--- src/rtl/tpu_job_sequencer_if.sv ---
// Interface bundling the job-control, stream and TPU-port signals of tpu_job_sequencer.
//   master : sequencer side (drives busy/done, in_ready, out stream, TPU address/command/data)
//   slave  : environment side (host, DMA streams and the TPU memory-mapped port)
// Signals:
//   start, clear_c           job request and "zero C first" flag
//   busy, done               status; done is a one-cycle completion pulse
//   in_valid/in_ready/in_data           A then B rows
//   out_valid/out_ready/out_data/out_last  C half-rows, last on beat 15
//   tpu_addr/tpu_r_w/tpu_wdata/tpu_rdata   TPU port (rdata combinational from addr)
interface tpu_job_sequencer_if #(
    parameter int unsigned DATAW = 64,
    parameter int unsigned ADDRW = 16
);
    logic             start;
    logic             clear_c;
    logic             busy;
    logic             done;
    logic             in_valid;
    logic             in_ready;
    logic [DATAW-1:0] in_data;
    logic             out_valid;
    logic             out_ready;
    logic [DATAW-1:0] out_data;
    logic             out_last;
    logic [ADDRW-1:0] tpu_addr;
    logic             tpu_r_w;
    logic [DATAW-1:0] tpu_wdata;
    logic [DATAW-1:0] tpu_rdata;

    modport master (
        input  start, clear_c, in_valid, in_data, out_ready, tpu_rdata,
        output busy, done, in_ready, out_valid, out_data, out_last,
               tpu_addr, tpu_r_w, tpu_wdata
    );

    modport slave (
        output start, clear_c, in_valid, in_data, out_ready, tpu_rdata,
        input  busy, done, in_ready, out_valid, out_data, out_last,
               tpu_addr, tpu_r_w, tpu_wdata
    );
endinterface

--- src/rtl/tpu_job_sequencer.sv ---
// Host-side job sequencer for the 8x8 TPU core. Loads 8 A rows and 8 B rows from the
// input stream into the TPU, optionally zeroes C, issues the matmul start, waits out the
// systolic computation and streams the 16 C half-rows out.
// Ports:
//   clk  : clock, rising edge
//   rst  : asynchronous active-high reset
//   bus  : tpu_job_sequencer_if.master (job control, in/out streams, TPU port)
module tpu_job_sequencer #(
    parameter int unsigned DIM         = 8,
    parameter int unsigned DATAW       = 64,
    parameter int unsigned ADDRW       = 16,
    parameter int unsigned WAIT_CYCLES = 3 * DIM
) (
    input logic                 clk,
    input logic                 rst,
    tpu_job_sequencer_if.master bus
);

    localparam int unsigned WaitW = (WAIT_CYCLES > 1) ? $clog2(WAIT_CYCLES) : 1;

    typedef enum logic [2:0] {
        StIdle,
        StLoadA,
        StLoadB,
        StClrC,
        StStart,
        StWait,
        StReadC,
        StDone
    } state_e;

    state_e             state_q, state_d;
    logic [3:0]         idx_q, idx_d;
    logic [WaitW-1:0]   wait_q, wait_d;
    logic               clr_q, clr_d;

    // Page base in bits [15:8], beat index in bits [6:3] (8-byte stride).
    function automatic logic [ADDRW-1:0] beat_addr(input logic [7:0] page,
                                                   input logic [3:0] idx);
        return ADDRW'({page, 1'b0, idx, 3'b000});
    endfunction

    always_ff @(posedge clk or posedge rst) begin
        if (rst) begin
            state_q <= StIdle;
            idx_q   <= '0;
            wait_q  <= '0;
            clr_q   <= 1'b0;
        end else begin
            state_q <= state_d;
            idx_q   <= idx_d;
            wait_q  <= wait_d;
            clr_q   <= clr_d;
        end
    end

    always_comb begin
        state_d       = state_q;
        idx_d         = idx_q;
        wait_d        = wait_q;
        clr_d         = clr_q;
        bus.busy      = (state_q != StIdle);
        bus.done      = 1'b0;
        bus.in_ready  = 1'b0;
        bus.out_valid = 1'b0;
        bus.out_last  = 1'b0;
        bus.out_data  = bus.tpu_rdata;
        bus.tpu_addr  = '0;
        bus.tpu_r_w   = 1'b0;
        bus.tpu_wdata = '0;

        unique case (state_q)
            StIdle: begin
                if (bus.start) begin
                    clr_d   = bus.clear_c;
                    state_d = StLoadA;
                end
            end
            StLoadA, StLoadB: begin
                bus.in_ready  = 1'b1;
                bus.tpu_addr  = beat_addr((state_q == StLoadA) ? 8'h01 : 8'h02, idx_q);
                bus.tpu_wdata = bus.in_data;
                // The TPU write happens on the same edge as the stream handshake.
                bus.tpu_r_w   = bus.in_valid;
                if (bus.in_valid) begin
                    idx_d = idx_q + 4'd1;
                    if (idx_q == 4'd7) begin
                        if (state_q == StLoadA) begin
                            state_d = StLoadB;
                        end else begin
                            state_d = clr_q ? StClrC : StStart;
                        end
                    end
                end
            end
            StClrC: begin
                bus.tpu_addr = beat_addr(8'h03, idx_q);
                bus.tpu_r_w  = 1'b1;
                idx_d        = idx_q + 4'd1;
                if (idx_q == 4'd15) begin
                    state_d = StStart;
                end
            end
            StStart: begin
                bus.tpu_addr = ADDRW'(16'h0400);
                bus.tpu_r_w  = 1'b1;
                state_d      = StWait;
            end
            StWait: begin
                // C stays untouched until the whole compute window has elapsed.
                wait_d = wait_q + 1'b1;
                if (wait_q == WaitW'(WAIT_CYCLES - 1)) begin
                    state_d = StReadC;
                end
            end
            StReadC: begin
                // Address follows idx_q, so it holds while out_ready is low.
                bus.tpu_addr  = beat_addr(8'h03, idx_q);
                bus.out_valid = 1'b1;
                bus.out_last  = (idx_q == 4'd15);
                if (bus.out_ready) begin
                    idx_d = idx_q + 4'd1;
                    if (idx_q == 4'd15) begin
                        state_d = StDone;
                    end
                end
            end
            StDone: begin
                bus.done = 1'b1;
                state_d  = StIdle;
            end
            default: state_d = StIdle;
        endcase

        // Every state entry starts with fresh counters.
        if (state_d != state_q) begin
            idx_d  = '0;
            wait_d = '0;
        end
    end

endmodule

--- src/flat_wrapper.sv ---
// flat-port wrapper written by rule: the top's interface ports become plain ports
module tpu_job_sequencer_flat 
#(
    parameter int unsigned DIM         = 8,
    parameter int unsigned DATAW       = 64,
    parameter int unsigned ADDRW       = 16,
    parameter int unsigned WAIT_CYCLES = 3 * DIM
)
  (clk, rst, bus_start, bus_clear_c, bus_in_valid, bus_in_data, bus_out_ready, bus_tpu_rdata, bus_busy, bus_done, bus_in_ready, bus_out_valid, bus_out_data, bus_out_last, bus_tpu_addr, bus_tpu_r_w, bus_tpu_wdata);
  tpu_job_sequencer_if #(.DATAW(DATAW), .ADDRW(ADDRW)) bus_i ();
  input logic clk;
  input logic rst;
  input wire logic [$bits(bus_i.start)-1:0] bus_start;
  input wire logic [$bits(bus_i.clear_c)-1:0] bus_clear_c;
  input wire logic [$bits(bus_i.in_valid)-1:0] bus_in_valid;
  input wire logic [$bits(bus_i.in_data)-1:0] bus_in_data;
  input wire logic [$bits(bus_i.out_ready)-1:0] bus_out_ready;
  input wire logic [$bits(bus_i.tpu_rdata)-1:0] bus_tpu_rdata;
  output wire logic [$bits(bus_i.busy)-1:0] bus_busy;
  output wire logic [$bits(bus_i.done)-1:0] bus_done;
  output wire logic [$bits(bus_i.in_ready)-1:0] bus_in_ready;
  output wire logic [$bits(bus_i.out_valid)-1:0] bus_out_valid;
  output wire logic [$bits(bus_i.out_data)-1:0] bus_out_data;
  output wire logic [$bits(bus_i.out_last)-1:0] bus_out_last;
  output wire logic [$bits(bus_i.tpu_addr)-1:0] bus_tpu_addr;
  output wire logic [$bits(bus_i.tpu_r_w)-1:0] bus_tpu_r_w;
  output wire logic [$bits(bus_i.tpu_wdata)-1:0] bus_tpu_wdata;
  assign bus_i.start = bus_start;
  assign bus_i.clear_c = bus_clear_c;
  assign bus_i.in_valid = bus_in_valid;
  assign bus_i.in_data = bus_in_data;
  assign bus_i.out_ready = bus_out_ready;
  assign bus_i.tpu_rdata = bus_tpu_rdata;
  assign bus_busy = bus_i.busy;
  assign bus_done = bus_i.done;
  assign bus_in_ready = bus_i.in_ready;
  assign bus_out_valid = bus_i.out_valid;
  assign bus_out_data = bus_i.out_data;
  assign bus_out_last = bus_i.out_last;
  assign bus_tpu_addr = bus_i.tpu_addr;
  assign bus_tpu_r_w = bus_i.tpu_r_w;
  assign bus_tpu_wdata = bus_i.tpu_wdata;
  tpu_job_sequencer #(.DIM(DIM), .DATAW(DATAW), .ADDRW(ADDRW), .WAIT_CYCLES(WAIT_CYCLES)) u_core (.clk(clk), .rst(rst), .bus(bus_i));
endmodule
--- config.mk ---
export PLATFORM = sky130hd
export DESIGN_NAME = tpu_job_sequencer_flat
export DESIGN_NICKNAME = d
export VERILOG_FILES = /design/src/rtl/tpu_job_sequencer_if.sv /design/src/rtl/tpu_job_sequencer.sv /design/src/flat_wrapper.sv
export SDC_FILE = /design/constraint.sdc
export NUM_CORES = 1
export LEC_CHECK = 0
export CAP_MARGIN = 30
export CORE_AREA = 8 8 103 105
export DETAILED_ROUTE_END_ITERATION = 10
export DIE_AREA = 0 0 111 113
export PLACE_DENSITY_LB_ADDON = 0.05
export SLEW_MARGIN = 20
export SYNTH_ARGS = -nofsm -noshare
export SYNTH_HDL_FRONTEND = slang
export SYNTH_SLANG_ARGS = --single-unit
--- constraint.sdc ---
create_clock -name clk -period 5.2 [get_ports clk]
set_input_delay 1.04 -clock clk [delete_from_list [all_inputs] [get_ports clk]]
set_output_delay 1.04 -clock clk [all_outputs]
set_load 0.005 [all_outputs]
Yosys cells after proc, flatten, opt, wreduce, memory -nomap -nowiden. Cells that the tools add are included.

Add/subtract/negate cells: 2. Reduce and logical (&&, ||, !) cells: 9. Equality and inequality tests: 13. Multiplexer cells: 24.

Operators with widths (count): $mux 64 (1); $pmux 16 s3 (1); $mux 3 (9); $pmux 3 s7 (1); $eq 3x3->1 const B (4); $mux 4 (3); $pmux 4 s3 (1); $mux 5 (2); $eq 3x2->1 const B (2); $ne 3x2->1 const B (2); $reduce_or 2->1 (3); $add 5x1->5 const B (1); $eq 5x5->1 const B (1); $add 4x1->4 const B (1); $eq 4x3->1 const B (1); $eq 4x4->1 const B (1); $mux 1 (4); $reduce_bool 4->1 (1); $eq 3x1->1 const B (1); $logic_not 3->1 (1); $ne 3x3->1 (1); $reduce_and 3->1 (1); $reduce_bool 3->1 (1); $mux 2 (1); 3 further kinds (3).

Logic and storage cells: 52. Flip-flop bits (word level): 13. Output and inout port bits: 150. Input port bits: 134.

Logic depth before layout (Yosys ltp).
Word-level depth: 8. Depth in mapped cells: 7. Gate-level depth less buffers: 7.

Least setup slack after synthesis. No wires, ideal clock.

Path kind: input to output. Start: input bus_in_valid. End: output bus_tpu_r_w. Required time: 4160 ps. Cell stages on the path: 2. Arrival time: 1555 ps. Path buffers: 0. Setup slack: 2605 ps. Cells stage by stage: maj3_2 a21o_1.

Longest elaborated chain between the ends: 1.

RTL lines: start: declaration (line flat_wrapper.sv:15) `input wire logic [$bits(bus_i.in_valid)-1:0] bus_in_valid;`; $pmux 1 s2 (line tpu_job_sequencer.sv:72) `unique case (state_q)`; end: declaration (line flat_wrapper.sv:26) `output wire logic [$bits(bus_i.tpu_r_w)-1:0] bus_tpu_r_w;`.

No other way between the ends.

Final worst setup path. Ends and elaborated chain as after synthesis.

==> impl_metrics.sql <==
INSERT INTO impl_metrics (metric_group, metric, value, unit) VALUES
('drt', 'wl_met1', '3680', 'um'),
('floorplan', 'die-width', '111', 'um'),
('clocking', 'tritoncts.num_buffers', '3', ''),
('setup_path', 'worst_setup_path_start_kind', 'primary input', ''),
('floorplan', 'coreArea', '0.00898', 'mm2'),
('drt', 'drc_errors', '0', ''),
('sta', 'timing.final.hold_violations', '0', ''),
('layout', 'antenna_cells', '0', ''),
('setup_path', 'critical_path_depth', '4', ''),
('synthesis', 'synth.largest_area_cell', 'sky130_fd_sc_hd__buf_4', ''),
('synthesis', 'yosysWarningCount', '0', ''),
('clocking', 'cts-htree-levels', '1', ''),
('clocking', 'clk_transition_reported_paths', '0.05', 'ns'),
('global_routing', 'antenna_found_initial', '0', ''),
('worst_hold_path', 'hold_path_class', 'reg -> reg', ''),
('layout', 'fin_cells', '435', ''),
('setup_path', 'crit_path_frequent_cell', 'sky130_fd_sc_hd__clkdlybuf4s50_1', ''),
('setup_path', 'worst-path-buf-inv', '2', ''),
('placed_design', 'last_weighted_congestion_value_of_the_routability_driven_placer', '0.825', ''),
('synthesis', 'netlist-cell-type-count', '43', ''),
('placed_design', 'place.port_buffers', '146', ''),
('sta', 'setup_total_negative_slack', '0', 'ns'),
('sta', 'worst_slew_margin_rel', '0.647', ''),
('setup_path', 'cp_data_arrival_time', '2.47', 'ns'),
('placed_design', 'place.detailed.instances', '431', ''),
('sta', 'worst_slew_pin_slew', '0.530', 'ns'),
('pwr', 'pwr-share-comb', '0.735', ''),
('setup_path', 'crit_path_top_delay_cell', 'sky130_fd_sc_hd__clkdlybuf4s50_1', ''),
('global_routing', 'globalRoute.totalOverflow', '0', ''),
('placed_design', 'dp.final_hpwl', '7660', 'um'),
('layout', 'postLayoutCellArea', '0.00303', 'mm2'),
('pwr', 'power.share.clock', '0.083', ''),
('layout', 'drive_above_1_share', '0.0648', ''),
('setup_path', 'reg2regPathDepth', '6', ''),
('flow_run', 'max_cap_viol_count', '0', ''),
('pwr', 'switching_portion_of_total_power', '0.406', ''),
('synthesis', 'synth_ff_type', 'sky130_fd_sc_hd__dfrtp_1', ''),
('pwr', 'power_per_cell_area', '346', 'mW/mm2'),
('drt', 'dr_total_vias', '1805', ''),
('placed_design', 'detailed_place.area', '0.00299', 'mm2'),
('synthesis', 'synthTopCellsByArea', 'sky130_fd_sc_hd__buf_4, sky130_fd_sc_hd__and2_1, sky130_fd_sc_hd__dfrtp_1, sky130_fd_sc_hd__nor2_2, sky130_fd_sc_hd__nor2_1', ''),
('sta', 'rsz0062_at_grt', 'false', ''),
('sta', 'final_cycle_utilization_of_the_critical_path', '0.675', ''),
('pwr', 'total_power', '1050', 'uW'),
('synthesis', 'synth_seq_cells', '13', ''),
('sta', 'clock.fmax', '0.285', 'GHz'),
('status', 'outcome', 'finished clean', ''),
('setup_path', 'path_class', 'in -> out', ''),
('setup_path', 'crit_chain', 'clkdlybuf4s50_1 > maj3_2 > a21o_1 > clkdlybuf4s50_1', ''),
('floorplan', 'boundaryPins', '284', ''),
('setup_path', 'critPathMaxFanout', '2', ''),
('global_routing', 'largest_net_degree_at_the_start_of_global_routing', '43', ''),
('clocking', 'clock_latency_on_the_worst_skew_pair', '0.24', 'ns'),
('drt', 'viasPerCell', '4.15', ''),
('pwr', 'leakage', '0.00123', 'uW'),
('drt', 'topRoutingLayerUsed', 'met4', ''),
('setup_path', 'timing.critical_path.slowest_cell_delay', '0.45', 'ns'),
('floorplan', 'floorplan.initialDensity', '0.214', ''),
('pwr', 'power.net_switching', '427', 'uW'),
('floorplan', 'placementRows', '35', ''),
('clocking', 'clock_tree.buffer_depth', '2', ''),
('drt', 'routed_wl', '8910', 'um'),
('pwr', 'power.share.sequential', '0.182', ''),
('pwr', 'vdd_drop_max', '0.000175', 'V'),
('setup_path', 'worst-endpoint-required', '4.16', 'ns'),
('drt', 'detailroute.wirelength.met2', '4260', 'um'),
('synthesis', 'yosysTopAreaCellShare', '0.289', ''),
('synthesis', 'seq_area_frac_synth', '0.169', ''),
('setup_path', 'worst_path_dominant_cell_family', 'buffers and inverters', ''),
('layout', 'final_core_util', '0.338', ''),
('synthesis', 'syn-instance-count', '249', '');
==> state kept, by name, summed over array words and instances (netlist names) <==
signal,flops
u_core.clr_q,1
u_core.idx_q,4
u_core.state_q,3
u_core.wait_q,5
==> tightest hold or removal path: stages, from the launching register on <==
cell and delay, ns:
sky130_fd_sc_hd__dfrtp_1 0.35, sky130_fd_sc_hd__xor2_1 0.08, sky130_fd_sc_hd__nor2_2 0.07
==> cell type report <==
| cell class | instances | area (um2) |
|---|---|---|
| Fill cell | 942 | 5950 |
| Multi-Input combinational cell | 156 | 1020 |
| Timing Repair Buffer | 147 | 1490 |
| Sequential cell | 13 | 325 |
| Clock buffer | 4 | 45.0 |
| Tap cell | 111 | 139 |
| Inverter | 4 | 15.0 |
==> cell usage after synthesis, drive strengths merged, types with 2 or more instances <==
master	number
mux2i	2
buf	77
clkbuf	7
xnor2	4
nand3	6
ha	2
inv	4
nand2	5
a21oi	3
nand4	2
o21ai	4
and3	3
nand2b	3
nor2	20
and2	70
o22a	2
dfrtp	13
xor2	4
==> logic make-up after synthesis <==
family	count (synthesis)	synth area share
AND/OR/NAND/NOR	116	0.364
XOR/XNOR	8	0.0364
buffers and inverters	88	0.321
other	1	0.00195
AO/OA/AOI/OAI	17	0.0716
flip-flops	13	0.169
adder cells (fa/ha/maj)	3	0.0189
multiplexers	3	0.0163
==> final timing paths <==
| check | end | startpoint |
|---|---|---|
| max | bus_tpu_r_w | bus_in_valid |
| min | u_core.wait_q[4] | u_core.wait_q[4] |
| max reg2reg | u_core.wait_q[4] | u_core.idx_q[0] |
| min reg2reg | u_core.wait_q[4] | u_core.wait_q[4] |
| max in group asynchronous | u_core.state_q[1] | rst |
| min in group asynchronous | u_core.idx_q[1] | rst |
==> cell usage in the layout, fill, tap and decap left out, drive strengths merged, types with 5 or more instances in the layout <==
cell / Yosys / routed
and2: 70 / 70
conb: 1 / 9
nand3: 6 / 6
clkdlybuf4s50: 0 / 146
nor2: 20 / 20
dfrtp: 13 / 13
nand2: 5 / 5
==> per-stage QoR <==
stage	hold WS, ns	worst slack, ns
2_1_floorplan	0.500	2.60
3_3_place_gp	0.526	1.67
4_1_cts	0.545	1.66
3_5_place_dp	0.521	1.67
6_report	0.538	1.69
5_1_grt	0.569	1.46
==> power by group through the flow <==
stage	Combinational, uW	Sequential, uW	Clock [uW]
2_1_floorplan	433	165	0
6_report	771	191	87.5
3_3_place_gp	777	191	0
4_1_cts	798	190	93.3
5_1_grt	852	201	96.7
3_5_place_dp	793	192	0
==> routing by layer <==
metal  vias to the layer above  GRT usage
met2                       122      0.221
li1                        864          -
met5                         -          0
met3                        16     0.0545
met1                       803      0.155
met4                         0     0.0297
No activity file was read; power rests on OpenSTA's default activity.
